File: src/rtl/dmem_arbiter.sv
// Round-robin arbiter sharing one single-port data memory between the core LSU (port 0)
// and the debug/program loader (port 1); one transaction at a time, reads wait out RD_LAT.
module dmem_arbiter #(
  parameter int AW     = 32,
  parameter int DW     = 32,
  parameter int RD_LAT = 1
) (
  input  logic            i_clk,
  input  logic            i_rst,
  input  logic [1:0]      i_req,
  input  logic [1:0]      i_wren,
  input  logic [AW-1:0]   i_addr0,
  input  logic [AW-1:0]   i_addr1,
  input  logic [DW-1:0]   i_wdata0,
  input  logic [DW-1:0]   i_wdata1,
  input  logic [DW/8-1:0] i_bmask0,
  input  logic [DW/8-1:0] i_bmask1,
  output logic [1:0]      o_gnt,
  output logic [1:0]      o_rvld,
  output logic [DW-1:0]   o_rdata,
  output logic            o_busy,
  output logic            o_core_stall,
  output logic            o_mem_en,
  output logic            o_mem_wren,
  output logic [AW-1:0]   o_mem_addr,
  output logic [DW-1:0]   o_mem_wdata,
  output logic [DW/8-1:0] o_mem_bmask,
  input  logic [DW-1:0]   i_mem_rdata
);

  typedef enum logic {IDLE, RD_WAIT} state_t;

  localparam logic [1:0] CNT_INIT = 2'(RD_LAT - 1);

  state_t          state, state_nxt;
  logic            rr_ptr, rr_ptr_nxt;
  logic            owner, owner_nxt;
  logic [1:0]      cnt, cnt_nxt;
  logic [1:0]      rvld_q, rvld_nxt;
  logic [DW-1:0]   rdata_q, rdata_nxt;
  logic [1:0]      elig;
  logic            any_req;
  logic            winner;

  // A port whose read data is returning this cycle may not be granted in the same cycle.
  assign elig    = i_req & ~rvld_q;
  assign any_req = |elig;
  assign winner  = (elig == 2'b11) ? rr_ptr : elig[1];

  always_ff @(posedge i_clk) begin
    if (i_rst) begin
      state   <= IDLE;
      rr_ptr  <= 1'b0;
      owner   <= 1'b0;
      cnt     <= '0;
      rvld_q  <= '0;
      rdata_q <= '0;
    end else begin
      state   <= state_nxt;
      rr_ptr  <= rr_ptr_nxt;
      owner   <= owner_nxt;
      cnt     <= cnt_nxt;
      rvld_q  <= rvld_nxt;
      rdata_q <= rdata_nxt;
    end
  end

  always_comb begin
    state_nxt  = state;
    rr_ptr_nxt = rr_ptr;
    owner_nxt  = owner;
    cnt_nxt    = cnt;
    rvld_nxt   = '0;
    rdata_nxt  = rdata_q;
    case (state)
      IDLE: begin
        if (any_req) begin
          if (elig == 2'b11)
            rr_ptr_nxt = ~winner;
          if (!i_wren[winner]) begin
            state_nxt = RD_WAIT;
            cnt_nxt   = CNT_INIT;
            owner_nxt = winner;
          end
        end
      end
      RD_WAIT: begin
        if (cnt == 2'd0) begin
          rdata_nxt       = i_mem_rdata;
          rvld_nxt[owner] = 1'b1;
          state_nxt       = IDLE;
        end else begin
          cnt_nxt = cnt - 2'd1;
        end
      end
      default: state_nxt = IDLE;
    endcase
  end

  always_comb begin
    o_gnt       = '0;
    o_mem_en    = 1'b0;
    if (state == IDLE && any_req) begin
      o_gnt[winner] = 1'b1;
      o_mem_en      = 1'b1;
    end
    o_mem_wren   = o_mem_en & i_wren[winner];
    o_mem_addr   = winner ? i_addr1  : i_addr0;
    o_mem_wdata  = winner ? i_wdata1 : i_wdata0;
    o_mem_bmask  = winner ? i_bmask1 : i_bmask0;
    o_rvld       = rvld_q;
    o_rdata      = rdata_q;
    o_busy       = (state == RD_WAIT);
    o_core_stall = (i_req[0] & ~(o_gnt[0] & i_wren[0])) | ((state == RD_WAIT) && !owner);
  end

endmodule

File: config.mk
export PLATFORM = sky130hd
export DESIGN_NAME = dmem_arbiter
export DESIGN_NICKNAME = d
export VERILOG_FILES = /design/src/rtl/dmem_arbiter.sv
export SDC_FILE = /design/constraint.sdc
export NUM_CORES = 1
export LEC_CHECK = 0
export BUFFER_PORTS_ARGS = -buffer_cell sky130_fd_sc_hd__buf_2
export CAP_MARGIN = 40
export CORE_AREA = 8 8 104 106
export CTS_CLUSTER_DIAMETER = 50
export DETAILED_ROUTE_END_ITERATION = 10
export DIE_AREA = 0 0 112 114
export PLACE_DENSITY = 0.74
export SETUP_SLACK_MARGIN = 0.2
export SLEW_MARGIN = 20
export SYNTH_ARGS = -nofsm -noshare
export SYNTH_HDL_FRONTEND = slang
export SYNTH_SLANG_ARGS = --single-unit
File: constraint.sdc
create_clock -name i_clk -period 2 [get_ports i_clk]
set_input_delay 0.4 -clock i_clk [delete_from_list [all_inputs] [get_ports i_clk]]
set_output_delay 0.4 -clock i_clk [all_outputs]
set_load 0.02 [all_outputs]
==> out/results.txt, run 1 <==
H-Tree Depth = 2
Cell repeated most along the worst path = nand2_1
Share of layout cells above drive strength 1 = 48.40%
Initial core utilization = 25.36%
Slowest cell on the critical path = dfxtp_2
ANT cells = 0
CP Max Fanout = 21
Critical path class = flip-flop to output port
Worst Setup SP = o_rvld[0]$_SDFF_PP0_
Static Leak = 2.610 nW
Pin count of the biggest net entering global routing = 44
Hold Slack = 0.3358 ns
Die area = 0.01277 mm^2
Number of fill cells in the layout = 903
IO Pins = 282
Syn nets = 576
Pre-CTS setup slack = 0.08848 ns
Die Span Y = 114 um
Antenna Nets Post-Route = 0
CP max stage delay = 0.32 ns
Number of synthesized flops with an enable pin = 0
RR Startpoint = o_rvld[0]$_SDFF_PP0_
Via count = 3592
WP buf/inv = 3
Cell variety after synth = 29
Fraction of registers with async set/reset = 0%
Synth Instances = 401
Worst-Margin Slew = 0.4469 ns
Pwr/cell area = 649.3 mW/mm^2
Global-route wire length before repair = 18310 um
Routed Wire Length = 13110 um
Max Slew Vio Count = 0
Yosys reg bits = 39
Met2 WL = 6604 um
CP required = 1.60 ns
Met3 WL = 1421 um
Remaining global-route overflow = 0
Max_slew headroom = 70.20%
Synth top area cells = nand2_1, dfxtp_1, a21oi_1, clkbuf_1, buf_2
Worst path top cell family by delay = buffers and inverters
Initial antenna violation count = 0
DR top layer = met4
Final Skew = 0.005578 ns
Root Driver = clkbuf_8
Final Hold Viols = 0
Synth area leader = nand2_1
Global Route Usage Sum = 17.88%
Clk slew on worst S/H paths = 0.08 ns
Min-delay src = i_mem_rdata[20]
HP Class = input pin to flip-flop
DRC Markers = 0
MaxCap Viol Count = 0
Top cell type's share of synthesized area = 43.88%
Iter 0 DRT Violations = 386
Crit. End Element = output port
Primary FF master, synth = dfxtp_1
Dpl hpwl = 10230 um
Status = finished, final reports clean
Crit path time final = 1.981 ns
First-pass DRT Iterations = 4
# rows = 35
Post-DR vias/cell = 4.507
Seq/Total Area, Yosys = 33.80%
Core box area = 0.009109 mm^2
Crit-path cells = nand2b_4 > o21ai_4 > buf_12 > buf_16 > nand2_1 > nand2_1 > buf_6
Layout area overhead = 99.78%
Worst path arrival time = 1.58 ns
Unrepaired setup endpoints after global routing = yes
Clock Path Buffers = 2
Final period util = 99.06%
Leading post-synthesis cells by instance count = nand2_1, dfxtp_1, a21oi_1
Most common cell in the netlist = nand2_1
Die width = 112 um
Mapped Area = 0.002310 mm^2
CP startpoint kind = flip-flop
Final setup viols = 0
Post-route met1 wirelength = 4620 um
Port Buffers = 281
CTS tree = yes
Worst skew pair latency = 0.29 ns
Vias in the first global route = 3375
Final #Nets = 860
CTS Buf Count = 5
Ys Warns = 0
Number of clock sinks = 39
DR WL/cell = 16.45 um
Fmax = 504.7 MHz
Setup ws final = 0.01872 ns
Syn Area/Cell = 5.760 um^2
Placer Congestion = 0.9146
Maximum vdd drop = 0.4253 mV
==> report_power, final <==
| part | total (mW) | switching (mW) | internal [mW] |
|---|---|---|---|
| logic | 1.35 | 0.731 | 0.622 |
| registers | 0.842 | 0.0244 | 0.817 |
| clock network | 0.802 | 0.296 | 0.506 |
| total | 3.00 | 1.05 | 1.95 |
==> routing by layer <==
metal | up-vias | global-route usage (%)
met5 | - | 0
met1 | 1570 | 18.62
met3 | 30 | 6.022
met2 | 187 | 32.84
met4 | 0 | 6.475
li1 | 1805 | -
==> metrics by stage <==
step | total power [mW] | util [%] | TNS, ns | instances | instance area [um^2]
floorplan | 1.444 | - | 0 | 401 | 2315
global placement | 1.931 | 42.53 | 0 | 778 | 3874
detailed placement | 1.933 | 42.53 | 0 | 778 | 3874
CTS | 2.865 | 46.77 | 0 | 792 | 4260
global route | 3.150 | 50.66 | -1.583 | 797 | 4614
finish | 2.996 | 50.66 | 0 | 797 | 4614
==> sequential cells by signal, indices dropped and copies added (netlist names) <==
| signal | count |
|---|---|
| cnt | 2 |
| o_busy | 1 |
| o_rdata | 32 |
| o_rvld | 2 |
| owner | 1 |
| rr_ptr | 1 |
==> cell usage in the layout (no fill, tap or decap), types with 2 or more instances in the layout <==
cell / n
nand2b_4: 2
dfxtp_2: 2
buf_16: 2
nor2_1: 3
buf_12: 3
a21oi_1: 32
inv_1: 3
nor3_1: 3
xnor2_1: 2
buf_2: 210
nand2_1: 261
bufinv_16: 2
buf_4: 27
clkbuf_8: 5
buf_6: 59
nand2_2: 9
dfxtp_1: 37
==> cell type report <==
type | instances | area (um^2) | share of cell area [%]
Timing Repair Buffer | 304 | 2081 | 45.09
Multi-Input combinational cell | 331 | 1456 | 31.56
Sequential cell | 39 | 783.3 | 16.97
Tap cell | 111 | 138.9 | 3.010
Clock inverter | 3 | 71.32 | 1.546
Clock buffer | 5 | 68.82 | 1.491
Inverter | 4 | 15.01 | 0.3254
==> worst register-to-register path: stages, from the launching register on <==
cell	delay [ns]
dfxtp_2	0.32
nand2b_4	0.16
o21a_4	0.29
mux2i_4	0.21
buf_4	0.14
a311oi_1	0.26
==> kinds of logic after synthesis <==
| kind of cell | after synthesis | synth area share [%] |
|---|---|---|
| mux | 1 | 0.4334 |
| buf+inv | 31 | 5.959 |
| xor+xnor | 2 | 0.7585 |
| compound gates | 42 | 10.40 |
| fa+ha+maj | 1 | 0.5416 |
| flops | 39 | 33.80 |
| simple gates | 285 | 48.10 |
==> worst paths after layout <==
check                                                end  slack [ns]  cells after the start
worst max-delay path                       o_mem_addr[5]        0.02                      7
worst min-delay path            o_rdata[20]$_SDFFE_PP0P_        0.34                      3
worst max register to register       cnt[0]$_SDFFE_PP0P_        0.51                      5
worst min register to register      o_rvld[0]$_SDFF_PP0_        0.42                      1
==> timing repair <==
item                                    4_1_cts  5_1_grt
pin swaps                                     2        2
endpoints found under the setup margin       71       72
hold buffers                                  0        0
setup buffers                                 5        2
resized for setup                            64       86
cloned                                        1        3
Power figures use the tool's default switching activity.
==> inputs of run 2 (changes only) <==
CORE_AREA = 8 8 102 104   (was 8 8 104 106)
DIE_AREA = 0 0 110 112   (was 0 0 112 114)
clock period = 2.3 ns   (was 2 ns; I/O delays follow)
==> run 2 against run 1 <==
Compared with the run above:
- total power is 29% lower
- register-to-register slack better by 0.36 ns
- combinational power is 29% lower
- count of clock-buffer cells in the layout is 1 higher
- first-iteration DRC count is 47% lower
==> out/results.txt, run 2 (synthesis results as in run 1) <==
Iter 0 DRT Violations = 205 (was 386)
Reg2Reg Capture Point = owner$_SDFFE_PP0P_ (was cnt[0]$_SDFFE_PP0P_)
Global Route Usage Sum = 17.34% (was 17.88%)
IO Pins = 282 (unchanged)
Pin count of the biggest net entering global routing = 68 (was 44)
FF-to-FF path depth = 6 (was 5)
Slowest cell on the critical path = dfxtp_1 (was dfxtp_2)
Clock Path Buffers = 2 (unchanged)
Port Buffers = 281 (unchanged)
Static Leak = 2.403 nW (was 2.610 nW)
Reg2Reg Setup Slack = 0.87 ns (was 0.51 ns)
WP buf/inv = 3 (unchanged)
Worst hold endpoint = o_rdata[14]$_SDFFE_PP0P_ (was o_rdata[20]$_SDFFE_PP0P_)
Core box area = 0.008890 mm^2 (was 0.009109 mm^2)
Final #Nets = 849 (was 860)
Worst path arrival time = 1.58 ns (about the same)
Worst-Margin Slew = 0.3644 ns (was 0.4469 ns)
Crit-path cells = nand2b_4 > o21ai_4 > buf_12 > clkbuf_16 > nand2_1 > nand2_1 > buf_2 (was nand2b_4 > o21ai_4 > buf_12 > buf_16 > nand2_1 > nand2_1 > buf_6)
First-pass DRT Iterations = 4 (unchanged)
Die area = 0.01232 mm^2 (was 0.01277 mm^2)
Die Span Y = 112 um (was 114 um)
MaxCap Viol Count = 0 (unchanged)
Global-route wire length before repair = 17130 um (was 18310 um)
Crit. End Element = output port (unchanged)
GR Util met1 = 18.86% (was 18.62%)
Total power draw = 2.136 mW (was 2.996 mW)
Met3 track utilization from global routing = 6.817% (was 6.022%)
Pre-CTS setup slack = 0.2372 ns (was 0.08848 ns)
CP Max Fanout = 15 (was 21)
Share of layout cells above drive strength 1 = 45.33% (was 48.40%)
Cell repeated most along the worst path = nand2_1 (unchanged)
Final Skew = 0.003832 ns (was 0.005578 ns)
Fmax = 490.0 MHz
Clk slew on worst S/H paths = 0.08 ns (about the same)
WHS Path Cells = 3 (unchanged)
Post-DR vias/cell = 4.365 (was 4.507)
Status = finished, final reports clean (unchanged)
Via count = 3435 (was 3592)
CP startpoint kind = flip-flop (unchanged)
CTS Buf Count = 5 (unchanged)
CP required = 1.84 ns (was 1.60 ns)
Layout area overhead = 74.92% (was 99.78%)
Unrepaired setup endpoints after global routing = yes (unchanged)
Remaining global-route overflow = 0 (unchanged)
Root Driver = clkbuf_8 (unchanged)
Crit path time final = 2.041 ns
Routed Wire Length = 12230 um (was 13110 um)
Placed insts = 773 (was 778)
RR Startpoint = o_rvld[1]$_SDFF_PP0_ (was o_rvld[0]$_SDFF_PP0_)
H-Tree Depth = 2 (unchanged)
Dpl hpwl = 9626 um (was 10230 um)
Worst path top cell family by delay = buffers and inverters (unchanged)
Maximum vdd drop = 0.5404 mV (was 0.4253 mV)
Largest register FFs = 32 (unchanged)
Max_slew headroom = 75.71% (was 70.20%)
Most common cell after layout, fill and taps aside = buf_2 (was nand2_1)
Final setup viols = 0 (unchanged)
Final Hold Viols = 0 (unchanged)
Die width = 110 um (was 112 um)
CTS Hold Bufs = 0 (unchanged)
Final period util = 88.72%
Final setup TNS = 0 ns (unchanged)
CTS tree = yes (unchanged)
Initial core utilization = 25.98% (was 25.36%)
Min-delay src = i_mem_rdata[14] (was i_mem_rdata[20])
Initial antenna violation count = 0 (unchanged)
Worst skew pair latency = 0.28 ns (was 0.29 ns)
Critical path class = flip-flop to output port (unchanged)
Vias in the first global route = 3213 (was 3375)
Setup ws final = 0.2594 ns (was 0.01872 ns)
# rows = 35 (unchanged)
Commonest cells after routing, fill and taps aside = buf_2, nand2_1, dfxtp_1 (was nand2_1, buf_2, buf_6)
Met2 global-route usage = 30.03% (was 32.84%)
Number of clock sinks = 39 (unchanged)
Max Slew Vio Count = 0 (unchanged)
Placer Congestion = 0.8753 (was 0.9146)
CP max stage delay = 0.32 ns (about the same)
GR peak layer = met2 (unchanged)
Non-Filler Instances = 787 (was 797)
Antenna Nets Post-Route = 0 (unchanged)
DR WL/cell = 15.54 um (was 16.45 um)
DRC Markers = 0 (unchanged)
HP Class = input pin to flip-flop (unchanged)
Pwr/cell area = 528.6 mW/mm^2 (was 649.3 mW/mm^2)
==> run 2: worst max path at each step <==
stage | startpoint | end | slack, ns | depth (start not counted)
floorplan | i_req[1] | o_core_stall | 0.21 | 4
detailed placement | i_req[1] | o_mem_wdata[8] | 0.24 | 7
global placement | i_req[1] | o_mem_wdata[8] | 0.25 | 7
global route | o_rvld[0]$_SDFF_PP0_ | o_mem_wdata[19] | 0.17 | 7
CTS | o_rvld[1]$_SDFF_PP0_ | o_mem_wdata[8] | 0.15 | 6
finish | o_rvld[0]$_SDFF_PP0_ | o_mem_wdata[12] | 0.26 | 7
==> run 2: what timing repair did <==
| action | CTS | global route |
|---|---|---|
| gates cloned | 0 | 4 |
| resized for setup | 0 | 6 |
| setup buffers | 0 | 1 |
| setup endpoints to repair | 5 | 68 |
| pin swaps | 0 | 1 |
==> run 2: final cells by class <==
class / count / area (um^2)
fillers: 985 / 4850
repair buffers: 293 / 1597
multi-input cells: 331 / 1421
flip-flops and latches: 39 / 780.7
well taps: 111 / 138.9
clock buffers: 6 / 72.57
inverters: 4 / 15.01
clock inverters: 2 / 12.51
diodes: 1 / 2.502
==> run 2: report_power, final <==
part / total [mW] / internal [mW] / switching [mW]
registers: 0.733 / 0.711 / 0.0218
logic: 0.956 / 0.373 / 0.583
clock network: 0.447 / 0.212 / 0.235
total: 2.14 / 1.30 / 0.839
==> run 2: worst reg2reg max path, cell delays in order (launching register included) <==
cell and delay (ns):
dfxtp_1 0.34, nor2b_4 0.17, o21ai_4 0.08, buf_12 0.14, buf_6 0.14, or4_1 0.40
o31ai_1 0.07
==> run 2: through the flow <==
step	hold slack, ns	area (um^2)	utilization [%]
after CTS	0.3940	3904	43.91
final	0.4051	4040	45.45
after detailed placement	0.4163	3819	42.96
after global placement	0.4105	3819	42.96
after floorplan	0.4013	2310	-
after global routing	0.3966	4038	45.42
==> run 2: layer usage <==
metal  share of wire (%)  wire length, um
met4                 1.5              187
met3                  13             1542
met1                  37             4559
met2                  49             5943
met5                   0                0
